### config.mk
export PLATFORM = sky130hd
export DESIGN_NAME = dmem_access_ctrl
export DESIGN_NICKNAME = d
export VERILOG_FILES = /design/src/rtl/dmem_pkg.sv /design/src/rtl/dmem_lane_align.sv /design/src/rtl/dmem_access_ctrl.sv
export SDC_FILE = /design/constraint.sdc
export NUM_CORES = 1
export LEC_CHECK = 0
export CORE_ASPECT_RATIO = 0.75
export CORE_MARGIN = 5
export CORE_UTILIZATION = 57
export CTS_BUF_LIST = sky130_fd_sc_hd__clkbuf_4
export DETAILED_ROUTE_END_ITERATION = 10
export PLACE_DENSITY = 0.95
export SYNTH_ARGS = -nofsm -noshare
export SYNTH_HDL_FRONTEND = slang
export SYNTH_SLANG_ARGS = --single-unit
### constraint.sdc
create_clock -name clk -period 3.58 [get_ports clk]
set_clock_uncertainty 0.05 [all_clocks]
set_input_delay 0.716 -clock clk [delete_from_list [all_inputs] [get_ports clk]]
set_output_delay 0.716 -clock clk [all_outputs]
set_load 0.1 [all_outputs]
### src/rtl/dmem_pkg.sv
// dmem_pkg: shared definitions for the data-memory access controller.
//   - request size encodings (SZ_B/SZ_H/SZ_W/SZ_D)
//   - controller state enum (IDLE/LOAD/RMW/WRITE/RESP)
//   - misaligned(): alignment check of a byte offset for a given size
package dmem_pkg;

   localparam logic [1:0] SZ_B = 2'b00;
   localparam logic [1:0] SZ_H = 2'b01;
   localparam logic [1:0] SZ_W = 2'b10;
   localparam logic [1:0] SZ_D = 2'b11;

   typedef enum logic [2:0] {
      IDLE  = 3'd0,
      LOAD  = 3'd1,
      RMW   = 3'd2,
      WRITE = 3'd3,
      RESP  = 3'd4
   } state_t;

   // A request is misaligned when its byte offset is not a multiple of its size.
   function automatic logic misaligned(input logic [1:0] size, input logic [2:0] offs);
      logic m;
      case (size)
         SZ_B:    m = 1'b0;
         SZ_H:    m = offs[0];
         SZ_W:    m = (offs[1:0] != 2'b00);
         SZ_D:    m = (offs != 3'b000);
         default: m = 1'b1;
      endcase
      return m;
   endfunction

endpackage

### src/rtl/dmem_lane_align.sv
// dmem_lane_align: combinational byte-lane logic for 64-bit little-endian words.
// Ports:
//   word        in  64  current memory word
//   wdata       in  64  right-aligned store data
//   lane        in  3   byte offset inside the word
//   size        in  2   access size (SZ_B..SZ_D)
//   is_unsigned in  1   1 = zero-extend loads, 0 = sign-extend
//   load_data   out 64  selected lane, extended to 64 bits
//   merged      out 64  word with the selected lane replaced by wdata's low bytes
module dmem_lane_align
   import dmem_pkg::*;
(
   input  logic [63:0] word,
   input  logic [63:0] wdata,
   input  logic [2:0]  lane,
   input  logic [1:0]  size,
   input  logic        is_unsigned,
   output logic [63:0] load_data,
   output logic [63:0] merged
);

   logic [2:0]  lane_eff;
   logic [63:0] lane_mask;
   logic [63:0] shifted;
   logic [63:0] mask_sh;
   logic [63:0] wdata_sh;
   logic        sign;

   // Lane select, load extension and store merge.
   always_comb begin
      lane_eff  = 3'b000;
      lane_mask = 64'h0;
      load_data = 64'h0;
      sign      = 1'b0;
      // Low offset bits are ignored per size so a stray bit can never
      // shift a half/word across the word boundary.
      case (size)
         SZ_B: begin
            lane_eff  = lane;
            lane_mask = 64'h0000_0000_0000_00FF;
         end
         SZ_H: begin
            lane_eff  = {lane[2:1], 1'b0};
            lane_mask = 64'h0000_0000_0000_FFFF;
         end
         SZ_W: begin
            lane_eff  = {lane[2], 2'b00};
            lane_mask = 64'h0000_0000_FFFF_FFFF;
         end
         SZ_D: begin
            lane_eff  = 3'b000;
            lane_mask = 64'hFFFF_FFFF_FFFF_FFFF;
         end
         default: begin
            lane_eff  = 3'b000;
            lane_mask = 64'h0;
         end
      endcase

      shifted = word >> {lane_eff, 3'b000};

      case (size)
         SZ_B: begin
            sign      = ~is_unsigned & shifted[7];
            load_data = {{56{sign}}, shifted[7:0]};
         end
         SZ_H: begin
            sign      = ~is_unsigned & shifted[15];
            load_data = {{48{sign}}, shifted[15:0]};
         end
         SZ_W: begin
            sign      = ~is_unsigned & shifted[31];
            load_data = {{32{sign}}, shifted[31:0]};
         end
         SZ_D: begin
            sign      = 1'b0;
            load_data = shifted;
         end
         default: begin
            sign      = 1'b0;
            load_data = 64'h0;
         end
      endcase

      mask_sh  = lane_mask << {lane_eff, 3'b000};
      wdata_sh = wdata << {lane_eff, 3'b000};
      merged   = (word & ~mask_sh) | (wdata_sh & mask_sh);
   end

endmodule

### src/rtl/dmem_access_ctrl.sv
// dmem_access_ctrl: sequences byte-addressed load/store requests onto a
// 64-bit word-addressed memory (single write enable, combinational read).
// Ports:
//   clk, rst_n                      clock, async active-low reset
//   req_valid/req_ready             request handshake (ready only in IDLE)
//   req_we/req_size/req_unsigned    store flag, size, zero-extend flag
//   req_addr/req_wdata              byte address, right-aligned store data
//   rsp_valid/rsp_rdata/rsp_err     one-cycle response pulse with data / error
//   mem_addr/mem_we/mem_din         memory word index, write enable, write data
//   mem_dout                        memory read data for mem_addr
module dmem_access_ctrl
   import dmem_pkg::*;
#(
   parameter int BITS      = 64,
   parameter int DEPTH     = 32,
   parameter int ADDR_BITS = 8
)(
   input  logic                 clk,
   input  logic                 rst_n,
   input  logic                 req_valid,
   output logic                 req_ready,
   input  logic                 req_we,
   input  logic [1:0]           req_size,
   input  logic                 req_unsigned,
   input  logic [ADDR_BITS-1:0] req_addr,
   input  logic [BITS-1:0]      req_wdata,
   output logic                 rsp_valid,
   output logic [BITS-1:0]      rsp_rdata,
   output logic                 rsp_err,
   output logic [ADDR_BITS-4:0] mem_addr,
   output logic                 mem_we,
   output logic [BITS-1:0]      mem_din,
   input  logic [BITS-1:0]      mem_dout
);

   localparam int IDX_BITS = $clog2(DEPTH);

   state_t          state;
   logic [2:0]      lane_q;
   logic [1:0]      size_q;
   logic            uns_q;
   logic [BITS-1:0] wdata_q;
   logic [BITS-1:0] load_ext;
   logic [BITS-1:0] merged;

   dmem_lane_align u_align (
      .word        (mem_dout),
      .wdata       (wdata_q),
      .lane        (lane_q),
      .size        (size_q),
      .is_unsigned (uns_q),
      .load_data   (load_ext),
      .merged      (merged)
   );

   // Request sequencing FSM; every output is a register of this block.
   always_ff @(posedge clk or negedge rst_n) begin
      if (!rst_n) begin
         state     <= IDLE;
         req_ready <= 1'b1;
         rsp_valid <= 1'b0;
         rsp_rdata <= {BITS{1'b0}};
         rsp_err   <= 1'b0;
         mem_addr  <= {(ADDR_BITS-3){1'b0}};
         mem_we    <= 1'b0;
         mem_din   <= {BITS{1'b0}};
         lane_q    <= 3'b000;
         size_q    <= SZ_B;
         uns_q     <= 1'b0;
         wdata_q   <= {BITS{1'b0}};
      end else begin
         case (state)
            IDLE: begin
               if (req_valid && req_ready) begin
                  mem_addr  <= req_addr[IDX_BITS+2:3];
                  lane_q    <= req_addr[2:0];
                  size_q    <= req_size;
                  uns_q     <= req_unsigned;
                  wdata_q   <= req_wdata;
                  req_ready <= 1'b0;
                  if (misaligned(req_size, req_addr[2:0])) begin
                     state     <= RESP;
                     rsp_valid <= 1'b1;
                     rsp_err   <= 1'b1;
                     rsp_rdata <= {BITS{1'b0}};
                  end else if (!req_we) begin
                     state <= LOAD;
                  end else if (req_size == SZ_D) begin
                     // Full-word store needs no read, so it skips RMW.
                     state   <= WRITE;
                     mem_we  <= 1'b1;
                     mem_din <= req_wdata;
                  end else begin
                     state <= RMW;
                  end
               end else begin
                  state     <= IDLE;
                  req_ready <= 1'b1;
               end
            end
            LOAD: begin
               rsp_rdata <= load_ext;
               rsp_err   <= 1'b0;
               rsp_valid <= 1'b1;
               state     <= RESP;
            end
            RMW: begin
               mem_din <= merged;
               mem_we  <= 1'b1;
               state   <= WRITE;
            end
            WRITE: begin
               mem_we    <= 1'b0;
               rsp_valid <= 1'b1;
               rsp_err   <= 1'b0;
               rsp_rdata <= {BITS{1'b0}};
               state     <= RESP;
            end
            RESP: begin
               rsp_valid <= 1'b0;
               rsp_err   <= 1'b0;
               rsp_rdata <= {BITS{1'b0}};
               req_ready <= 1'b1;
               state     <= IDLE;
            end
            default: begin
               mem_we    <= 1'b0;
               rsp_valid <= 1'b0;
               rsp_err   <= 1'b0;
               rsp_rdata <= {BITS{1'b0}};
               req_ready <= 1'b1;
               state     <= IDLE;
            end
         endcase
      end
   end

endmodule

==> reports/metrics.csv <==
metric,value,unit
insertion_delay,0.68,ns
dp.cells,1769,
critPathRequiredTime,4.10,ns
drv_cap,0,
endpoint,rsp_rdata[28]$_DFFE_PN0P_,
grt_pass1_vias,12630,
timing.rr.end,rsp_rdata[28]$_DFFE_PN0P_,
synth_cells,1272,
dpl.hpwl,37220,um
tightestPinTransition,1.013,ns
rr_worst_depth,7,
grt_start_max_net_pins,89,
fin_nets,1674,
synth.distinct_cells,78,
end_kind,flip-flop,
period_share,84.95,%
vias,13060,
setup_viol,0,
clock_path_buffers,3,
port_buffers,279,
start_kind,flip-flop,
synth-edff-count,0,
final-instance-count-excl-fill,1866,
cts_root_buffer,clkbuf_4,
post_cts_resized,0,
drt-total-wl,51550,um
syn_area,0.01252,mm2
core,0.02182,mm2
synth_nets,1415,
dieHeight,138.4,um
syn2layout_area_growth,27.86,%
finalMaxSlewViolations,0,
htree_levels,2,
drt_first_iter_violations,1777,
cts_tree,built,
overflow,0,
status,"complete, no violations",
relSlewSlack,32.23,%
grt_usage,39.58,%
final_cell_mix,"dfrtp_1, clkdlybuf4s50_1, nand2_1",
rrSetupSlack,0.54,ns
critPathKind,reg -> reg,
antenna_found_initial,3,
crit_fanout,23,
routedWlPerCell,27.62,um
top_level_ports,280,
via_per_inst,6.997,
fill_cells,1523,
dr.pass1.iters,6,
clkTransAtPathRegs,0.06,ns
synth-async-reset-ratio,100.0,%
crit_start,lane_q[2]$_DFFE_PN0P_,
r2r_start,lane_q[2]$_DFFE_PN0P_,
cts_buffers,53,
arrival,3.56,ns
placed_area,0.01533,mm2
synth_area_per_cell,9.844,um2
initial_core_util,57.40,%
hold_viol,0,
finalCriticalPeriod,3.041,ns
cts_sinks,210,
grt_pass1_wl,78090,um
die_x,181.1,um
ys_seq_elements,210,
rsz0062_at_grt,false,
ant_nets,0,
setup-tns-final,0,ns
final_common_cell,dfrtp_1,
final_cell_area,0.01601,mm2
drc,0,
rows,47,
hp-class,reg -> reg,
yosys_most_used_dff,dfrtp_1,
seq_area_frac_synth,41.98,%
clock.fmax,328.8,MHz
place.gp.congestion,1.025,
dieArea,0.02506,mm2
yosys_warnings,0,
final_layout_size_suffix_gt1_share,25.33,%
sequential cells by signal (all words and copies together) (netlist names):
name	flops
uns_q	1
rsp_valid	1
rsp_rdata	64
mem_din	64
state	3
mem_addr	5
req_ready	1
rsp_err	1
lane_q	3
wdata_q	64
size_q	2
mem_we	1
how the worst min path moves through the flow:
stage / startpoint / endpoint / slack, ns / depth (start not counted)
finish: mem_din[42]$_DFFE_PN0P_ / mem_din[42]$_DFFE_PN0P_ / 0.44 / 2
global route: mem_din[42]$_DFFE_PN0P_ / mem_din[42]$_DFFE_PN0P_ / 0.45 / 2
CTS: mem_din[42]$_DFFE_PN0P_ / mem_din[42]$_DFFE_PN0P_ / 0.44 / 2
detailed placement: mem_din[35]$_DFFE_PN0P_ / mem_din[35]$_DFFE_PN0P_ / 0.42 / 2
global placement: mem_din[35]$_DFFE_PN0P_ / mem_din[35]$_DFFE_PN0P_ / 0.41 / 2
floorplan: rst_n / lane_q[0]$_DFFE_PN0P_ / 0.37 / 0
critical path, cell delays in order (launching register included):
cell and delay [ns]:
dfrtp_1 0.90, a21boi_2 0.30, buf_4 0.27, o22ai_1 0.18
o41ai_1 0.66, nor3_1 0.11, buf_4 0.22, o31ai_1 0.25
kinds of logic after synthesis:
family	Yosys count	share of synthesized area, %
compound gates	450	26.79
buf+inv	140	5.146
flops	210	41.98
mux	134	13.09
simple gates	338	13.00
layer usage:
metal	share of wire (%)	track usage [%]
met5	0.048	0
met4	6.0	19.03
met3	16	14.94
met2	41	54.80
met1	37	54.93
cells in the mapped netlist (5+ instances only):
library cell | n | area (um2)
dfrtp_1 | 209 | 5230
nand2_1 | 159 | 596.8
o21ai_0 | 81 | 405.4
mux2_2 | 78 | 878.3
clkbuf_1 | 67 | 251.5
a211oi_1 | 59 | 442.9
a21oi_1 | 53 | 265.3
nor2_1 | 48 | 180.2
buf_2 | 41 | 205.2
a221oi_1 | 40 | 350.3
mux2i_1 | 40 | 400.4
nor3_1 | 39 | 195.2
o31ai_1 | 31 | 232.7
a22oi_2 | 30 | 375.4
o22ai_1 | 22 | 137.6
a22oi_1 | 21 | 157.7
inv_1 | 16 | 60.06
mux4_2 | 16 | 360.4
and3_1 | 14 | 87.58
and3b_1 | 14 | 122.6
a31oi_1 | 13 | 81.33
a311oi_1 | 12 | 105.1
a21o_1 | 11 | 82.58
buf_4 | 10 | 75.07
nand2b_1 | 10 | 62.56
nand3_1 | 10 | 50.05
o211ai_1 | 10 | 75.07
a222oi_1 | 9 | 90.09
a221o_1 | 8 | 80.08
o2bb2ai_1 | 8 | 70.07
and2_1 | 7 | 43.79
nor2b_1 | 6 | 37.54
nand3b_1 | 5 | 37.54
o21a_1 | 5 | 37.54
o221ai_1 | 5 | 43.79
o32ai_1 | 5 | 43.79
or2_2 | 5 | 31.28
repair_timing:
action                    CTS  global route
hold endpoints to repair   47             0
hold buffers                1             0
setup buffers               0             0
metrics by stage:
step / setup WS, ns / util (%) / hold WS [ns]
floorplan: 1.228 / - / 0.3704
global placement: 0.5648 / 70.28 / 0.4105
detailed placement: 0.4688 / 70.28 / 0.4212
CTS: 0.5842 / 73.37 / 0.4363
global route: 0.4690 / 73.37 / 0.4511
finish: 0.5388 / 73.38 / 0.4366
area by class of cell:
cell class	count	area, um2	area share (%)
Clock inverter	14	56.30	0.3517
Tap cell	294	367.9	2.298
Multi-Input combinational cell	922	6679	41.72
Inverter	16	60.06	0.3751
Clock buffer	81	608.1	3.798
Antenna cell	1	2.502	0.01563
Sequential cell	210	5258	32.84
Timing Repair Buffer	328	2979	18.61
Power is left out: the tool's default activity adds up to more than one toggle a clock period on the data nets, which glitch-free logic cannot reach.
